==> src/rtl/addsub_pipe_if.sv <==
// Operation/result bundle for addsub_pipe; flag signals exist only when ADDSUB_PIPE_FLAGS_EN is defined.
// Handshake: an item moves across a boundary on a rising clk edge where its valid and ready are both 1;
// a valid producer holds its payload stable until that edge, and ready may depend combinationally on downstream ready.
interface addsub_pipe_if #(
  parameter int WIDTH = 256,
  parameter int TAG_W = 4
);
  logic             valid_in;
  logic             ready_out;
  logic [WIDTH-1:0] a;
  logic [WIDTH-1:0] b;
  logic             op_sub;
  logic             cin;
  logic [TAG_W-1:0] tag_in;
  logic             valid_out;
  logic             ready_in;
  logic [WIDTH-1:0] s;
  logic             cout;
  logic [TAG_W-1:0] tag_out;
`ifdef ADDSUB_PIPE_FLAGS_EN
  logic             zero;
  logic             eq_sel;

  modport master (
    output valid_in, a, b, op_sub, cin, tag_in, ready_in,
    input  ready_out, valid_out, s, cout, tag_out, zero, eq_sel
  );
  modport slave (
    input  valid_in, a, b, op_sub, cin, tag_in, ready_in,
    output ready_out, valid_out, s, cout, tag_out, zero, eq_sel
  );
`else
  modport master (
    output valid_in, a, b, op_sub, cin, tag_in, ready_in,
    input  ready_out, valid_out, s, cout, tag_out
  );
  modport slave (
    input  valid_in, a, b, op_sub, cin, tag_in, ready_in,
    output ready_out, valid_out, s, cout, tag_out
  );
`endif
endinterface

==> src/rtl/addsub_pipe.sv <==
// Limb-serial elastic add/subtract pipeline: stage k resolves limb k, the last stage is the output register.
// Optional zero/eq_sel flag outputs are built when ADDSUB_PIPE_FLAGS_EN is defined.
module addsub_pipe #(
  parameter int WIDTH = 256,
  parameter int LIMB  = 64,
  parameter int TAG_W = 4
) (
  input  logic         clk,
  input  logic         reset,
  addsub_pipe_if.slave bus
);
  localparam int NSTG = (WIDTH / LIMB < 1) ? 1 : WIDTH / LIMB;

  logic [NSTG:0]    adv;
  logic [NSTG-1:0]  valid_q, valid_d;
  logic [NSTG-1:0]  sub_q, sub_d;
  logic [NSTG-1:0]  c_q, c_d, cin_d;
  logic [TAG_W-1:0] tag_q [NSTG];
  logic [TAG_W-1:0] tag_d [NSTG];
  logic [WIDTH-1:0] a_q [NSTG];
  logic [WIDTH-1:0] a_d [NSTG];
  logic [WIDTH-1:0] b_q [NSTG];
  logic [WIDTH-1:0] b_d [NSTG];
  logic [WIDTH-1:0] s_q [NSTG];
  logic [WIDTH-1:0] s_d [NSTG];
  logic [LIMB:0]    limb_sum [NSTG];
`ifdef ADDSUB_PIPE_FLAGS_EN
  logic [NSTG-1:0]  z_q, z_d, zin_d;
`endif

  // A stage may load when it is empty or the stage after it is moving.
  always_comb begin
    adv[NSTG] = bus.ready_in;
    for (int k = NSTG - 1; k >= 0; k--) begin
      adv[k] = ~valid_q[k] | adv[k+1];
    end
  end

  always_comb begin
    for (int k = 0; k < NSTG; k++) begin
      int prev;
      prev = (k == 0) ? 0 : k - 1;
      if (k == 0) begin
        valid_d[k] = bus.valid_in;
        sub_d[k]   = bus.op_sub;
        tag_d[k]   = bus.tag_in;
        a_d[k]     = bus.a;
        b_d[k]     = bus.op_sub ? ~bus.b : bus.b;
        // Subtract as a + ~b + ~borrow so every stage uses plain true-carry addition.
        cin_d[k]   = bus.op_sub ^ bus.cin;
        s_d[k]     = '0;
`ifdef ADDSUB_PIPE_FLAGS_EN
        zin_d[k]   = 1'b1;
`endif
      end else begin
        valid_d[k] = valid_q[prev];
        sub_d[k]   = sub_q[prev];
        tag_d[k]   = tag_q[prev];
        a_d[k]     = a_q[prev];
        b_d[k]     = b_q[prev];
        cin_d[k]   = c_q[prev];
        s_d[k]     = s_q[prev];
`ifdef ADDSUB_PIPE_FLAGS_EN
        zin_d[k]   = z_q[prev];
`endif
      end
      limb_sum[k] = {1'b0, a_d[k][k*LIMB +: LIMB]} + {1'b0, b_d[k][k*LIMB +: LIMB]}
                  + {{LIMB{1'b0}}, cin_d[k]};
      s_d[k][k*LIMB +: LIMB] = limb_sum[k][LIMB-1:0];
      c_d[k] = limb_sum[k][LIMB];
`ifdef ADDSUB_PIPE_FLAGS_EN
      z_d[k] = zin_d[k] & (limb_sum[k][LIMB-1:0] == '0);
`endif
    end
  end

  always_ff @(posedge clk or negedge reset) begin
    if (!reset) begin
      valid_q <= '0;
      sub_q   <= '0;
      c_q     <= '0;
`ifdef ADDSUB_PIPE_FLAGS_EN
      z_q     <= '0;
`endif
      for (int k = 0; k < NSTG; k++) begin
        tag_q[k] <= '0;
        a_q[k]   <= '0;
        b_q[k]   <= '0;
        s_q[k]   <= '0;
      end
    end else begin
      for (int k = 0; k < NSTG; k++) begin
        if (adv[k]) begin
          valid_q[k] <= valid_d[k];
          // Bubbles move on but leave the data fields untouched.
          if (valid_d[k]) begin
            sub_q[k] <= sub_d[k];
            tag_q[k] <= tag_d[k];
            a_q[k]   <= a_d[k];
            b_q[k]   <= b_d[k];
            s_q[k]   <= s_d[k];
            c_q[k]   <= c_d[k];
`ifdef ADDSUB_PIPE_FLAGS_EN
            z_q[k]   <= z_d[k];
`endif
          end
        end
      end
    end
  end

  assign bus.ready_out = adv[0];
  assign bus.valid_out = valid_q[NSTG-1];
  assign bus.s         = s_q[NSTG-1];
  assign bus.cout      = sub_q[NSTG-1] ^ c_q[NSTG-1];
  assign bus.tag_out   = tag_q[NSTG-1];
`ifdef ADDSUB_PIPE_FLAGS_EN
  assign bus.zero      = z_q[NSTG-1];
  assign bus.eq_sel    = sub_q[NSTG-1] & z_q[NSTG-1];
`endif
endmodule

==> src/flat_wrapper.sv <==
// flat-port wrapper written by rule: the top's interface ports become plain ports
module addsub_pipe_flat 
#(
  parameter int WIDTH = 256,
  parameter int LIMB  = 64,
  parameter int TAG_W = 4
)
  (clk, reset, bus_valid_in, bus_a, bus_b, bus_op_sub, bus_cin, bus_tag_in, bus_ready_in, bus_ready_out, bus_valid_out, bus_s, bus_cout, bus_tag_out);
  addsub_pipe_if #(.WIDTH(WIDTH), .TAG_W(TAG_W)) bus_i ();
  input  logic clk;
  input  logic reset;
  input wire logic [$bits(bus_i.valid_in)-1:0] bus_valid_in;
  input wire logic [$bits(bus_i.a)-1:0] bus_a;
  input wire logic [$bits(bus_i.b)-1:0] bus_b;
  input wire logic [$bits(bus_i.op_sub)-1:0] bus_op_sub;
  input wire logic [$bits(bus_i.cin)-1:0] bus_cin;
  input wire logic [$bits(bus_i.tag_in)-1:0] bus_tag_in;
  input wire logic [$bits(bus_i.ready_in)-1:0] bus_ready_in;
  output wire logic [$bits(bus_i.ready_out)-1:0] bus_ready_out;
  output wire logic [$bits(bus_i.valid_out)-1:0] bus_valid_out;
  output wire logic [$bits(bus_i.s)-1:0] bus_s;
  output wire logic [$bits(bus_i.cout)-1:0] bus_cout;
  output wire logic [$bits(bus_i.tag_out)-1:0] bus_tag_out;
  assign bus_i.valid_in = bus_valid_in;
  assign bus_i.a = bus_a;
  assign bus_i.b = bus_b;
  assign bus_i.op_sub = bus_op_sub;
  assign bus_i.cin = bus_cin;
  assign bus_i.tag_in = bus_tag_in;
  assign bus_i.ready_in = bus_ready_in;
  assign bus_ready_out = bus_i.ready_out;
  assign bus_valid_out = bus_i.valid_out;
  assign bus_s = bus_i.s;
  assign bus_cout = bus_i.cout;
  assign bus_tag_out = bus_i.tag_out;
  addsub_pipe #(.WIDTH(WIDTH), .LIMB(LIMB), .TAG_W(TAG_W)) u_core (.clk(clk), .reset(reset), .bus(bus_i));
endmodule
==> config.mk <==
export PLATFORM = sky130hd
export DESIGN_NAME = addsub_pipe_flat
export DESIGN_NICKNAME = d
export VERILOG_FILES = /design/src/rtl/addsub_pipe_if.sv /design/src/rtl/addsub_pipe.sv /design/src/flat_wrapper.sv
export SDC_FILE = /design/constraint.sdc
export NUM_CORES = 2
export LEC_CHECK = 0
export CORE_MARGIN = 2
export CORE_UTILIZATION = 66
export CTS_BUF_LIST = sky130_fd_sc_hd__clkbuf_8
export CTS_CLUSTER_SIZE = 16
export DETAILED_ROUTE_END_ITERATION = 10
export DONT_BUFFER_PORTS = 1
export GPL_TIMING_DRIVEN = 0
export PLACE_DENSITY = 0.85
export SETUP_SLACK_MARGIN = 0.4
export SYNTH_ARGS = -nofsm -noshare
export SYNTH_HDL_FRONTEND = slang
export SYNTH_SLANG_ARGS = --single-unit
==> constraint.sdc <==
create_clock -name clk -period 3.8 [get_ports clk]
set_clock_uncertainty 0.15 [all_clocks]
set_input_delay 0.57 -clock clk [delete_from_list [all_inputs] [get_ports clk]]
set_output_delay 0.57 -clock clk [all_outputs]
set_load 0.02 [all_outputs]
==> results.py <==
metrics = {
    "synth": {
        "synth_area_sq_mm": 0.0700,
        "ys_seq_elements": 1436,
        "ys_warn_count": 0,
        "yosys_most_used_dff": "dfrtp_1",
        "ys_seq_area_frac": 0.513,
        "synth.distinct_cells": 96,
        "synth-edff-count": 0,
        "syn-num-nets": 8950,
        "synthesis.instances": 8168,
        "ys_async_sr_fraction": 1.00,
        "avgSynthCellArea_sq_um": 8.57,
    },
    "floorplanning": {
        "fp.dieH_microns": 330,
        "start_util": 0.665,
        "row_count": 119,
        "die-area_sq_mm": 0.109,
        "die_w_microns": 330,
        "ios": 785,
        "coreArea_sq_mm": 0.105,
    },
    "global_route": {
        "antenna_found_initial": 64,
        "grt_pass1_wl_microns": 362000,
        "grt-ovfl-total": 0,
        "grt_max_degree": 1437,
        "first_global_vias": 63400,
        "grt_usage": 0.438,
    },
    "sta": {
        "slew_viol_final": 0,
        "post-route-period-util": 0.941,
        "whs_ps": -307,
        "worst_pin_slew_ps": 1430,
        "final-setup-viol-count": 0,
        "timing.fmax_mhz": 280,
        "rsz0062_at_grt": "true",
        "finalSetupTns_ps": 0,
        "min_period_ps": 3580,
        "hold_viol_final": 407,
        "relSlewSlack": 0.0434,
        "setup_ws_ps": 223,
    },
    "setup_path": {
        "cp_num_buf_inv": 4,
        "slowest_stage": "clkbuf_2",
        "cp_common_cell": "nand2_1",
        "crit_chain": "nor2b_4 > buf_4 > nand2_1 > nand2_1 > clkbuf_2 > clkbuf_2 > clkbuf_1 > nand2_1 > nand2_1",
        "cp_slowest_stage_delay_ps": 680,
        "cp-end-kind": "flop",
        "critical_path_arrival_ps": 4270,
        "worst_ep_required_time_ps": 4500,
        "path_max_fanout": 10,
        "crit_type": "flop to flop",
        "startpoint_type": "flop",
        "cp_top_family": "buffers and inverters",
    },
    "flow_run": {
        "max_cap_viol_count": 0,
    },
    "pwr": {
        "seqPwrFrac": 0.452,
        "power.share.clock": 0.240,
        "peakVddDrop_mv": 0.596,
        "internal_power_mw": 33.5,
        "switching_share": 0.415,
        "combPwrFrac": 0.308,
        "switchingPower_mw": 23.7,
        "p_per_area_mw_per_mm2": 688,
        "p_leak_nw": 41.8,
    },
    "cts": {
        "cts_made_buffers": 222,
        "worstSkewPairLatency_ps": 950,
        "htreeDepth": 4,
        "cts-root-buf": "clkbuf_8",
        "clk_path_buf_depth": 3,
        "cts_num_sinks": 1436,
        "path_clk_slew_ps": 70,
        "cts_tree": "yes",
    },
    "routing": {
        "viasPerCell": 6.18,
        "first_pass_iters": 7,
        "ant_nets": 0,
        "drt_iter0_drc": 7405,
        "totalWireLength_microns": 247000,
        "detail_route.wl_per_cell_microns": 23.4,
        "dr_total_vias": 65000,
        "drc": 0,
    },
    "finish": {
        "nets": 9691,
        "syn_to_final_growth_pct": 18.8,
        "drive_above_1_share": 0.0868,
    },
    "status": {
        "status": "complete, but fails checks",
        "violations": "negative hold slack",
    },
    "placed_design": {
        "dp_hpwl_microns": 158000,
        "globalplace.congestion": 0.966,
        "io_buffer_count": 0,
        "dp_slack_ps": -1790,
    },
    "hold_path": {
        "worstHoldPathType": "input port to async pin",
    },
}
cell type report:
class                   count  area [sq um]
multi-input cells        6201         33100
clock inverters           122           787
repair buffers            518          5190
fillers                  6586         22100
plain buffers             465          2130
well taps                1391          1740
flip-flops and latches   1436         35900
inverters                  65           244
clock buffers             281          3870
diodes                     47           118
what timing repair did:
item                       4_1_cts  5_1_grt
hold buffers                   417        5
resized for setup              161      332
cloned                           0        0
buffers inserted                41       47
setup endpoints to repair     1429      638
hold endpoints to repair      1853      443
pin swaps                       52       97
flip-flops by register name, indices dropped and copies added (netlist names):
name / cells
u_core.a_d: 384
u_core.bus.s: 256
u_core.sub_q: 4
u_core.valid_q: 4
u_core.s_d: 384
u_core.c_q: 4
u_core.bus.tag_out: 4
u_core.tag_d: 12
u_core.b_d: 384
worst paths after layout:
check                                       start                end  slack [ps]  cells after the start
max in group asynchronous                   reset  u_core.bus.s[157]        1070                      5
min in group clk                        bus_a[10]    u_core.s_d[522]          50                      3
worst min-delay path                        reset    u_core.a_d[606]        -310                      2
worst max-delay path            u_core.valid_q[3]    u_core.b_d[197]         220                      9
worst max register to register  u_core.valid_q[3]    u_core.b_d[197]         220                      9
worst min register to register    u_core.s_d[535]    u_core.s_d[279]         290                      2
metrics by stage:
stage	hold slack, ps	std cells	util	instance area (sq um)	power, mW
5_1_grt	-167	10500	0.790	83100	59.9
6_report	-307	10500	0.790	83200	57.2
4_1_cts	-831	10400	0.775	81600	54.7
3_3_place_gp	150	9559	0.682	71800	39.8
2_1_floorplan	124	8168	-	70100	35.0
3_5_place_dp	157	9560	0.683	71900	40.5
cells by family after synthesis:
group                    count (synthesis)  synth area share
flip-flops                            1436             0.513
adder cells (fa/ha/maj)                260            0.0473
AO/OA/AOI/OAI                         1364             0.119
XOR/XNOR                               479            0.0599
buffers and inverters                  531            0.0290
AND/OR/NAND/NOR                       4092             0.231
multiplexers                             6          0.000894
worst register-to-register path, delay by kind of cell (launching register included):
family                 cells  cell delay [ps]
buffers and inverters      4             1910
flip-flops                 1              510
AND/OR/NAND/NOR            5              950
layout by cell type (no fill, tap or decap), types with 52 or more instances in the layout:
cell           synthesis  routed
nand2_1             3601    3593
dfrtp_1             1436    1433
o21ai_0              561     522
dlygate4sd3_1          0     418
xnor2_1              321     315
clkbuf_1             430     306
a21oi_1              308     287
clkbuf_8               0     283
ha_1                 252     242
a21o_1               162     162
nor2_1               160     155
xor2_1               158     154
inv_1                 65     134
clkbuf_2               1      95
nand4_1               87      87
buf_4                  1      86
nand3_1               55      52
metal layers:
layer,routed length [microns],vias to the layer above,track usage,share of wire
met4,20800,40,0.311,0.084
met5,276,-,0,0.0011
li1,-,28200,-,-
met3,28000,1307,0.149,0.11
met2,108000,4135,0.655,0.44
met1,89100,31300,0.536,0.36
cell usage after synthesis, drive strengths merged, types with 29 or more instances:
library cell | count | area share
xnor2 | 321 | 0.040
o21bai | 49 | 0.0053
nor2b | 37 | 0.0033
nand2b | 33 | 0.0029
nor3 | 35 | 0.0025
nand2 | 3601 | 0.19
a21oi | 309 | 0.022
a31oi | 37 | 0.0038
buf | 35 | 0.0024
nor2 | 160 | 0.0086
a21o | 163 | 0.018
a211oi | 29 | 0.0034
o31ai | 29 | 0.0032
nand3 | 55 | 0.0039
ha | 252 | 0.045
nand4 | 88 | 0.0080
dfrtp | 1436 | 0.51
o21ai | 577 | 0.041
clkbuf | 431 | 0.023
inv | 65 | 0.0035
xor2 | 158 | 0.020
power groups by stage:
| stage | clock, mW | combinational, mW | sequential (mW) |
|---|---|---|---|
| after global placement | 0 | 14.4 | 25.4 |
| after CTS | 13.5 | 15.8 | 25.4 |
| after detailed placement | 0 | 14.9 | 25.6 |
| after global routing | 14.4 | 19.4 | 26.2 |
| after floorplan | 0 | 11.2 | 23.8 |
| final | 13.7 | 17.6 | 25.9 |
Note: power is estimated with default switching activity, not from simulation.
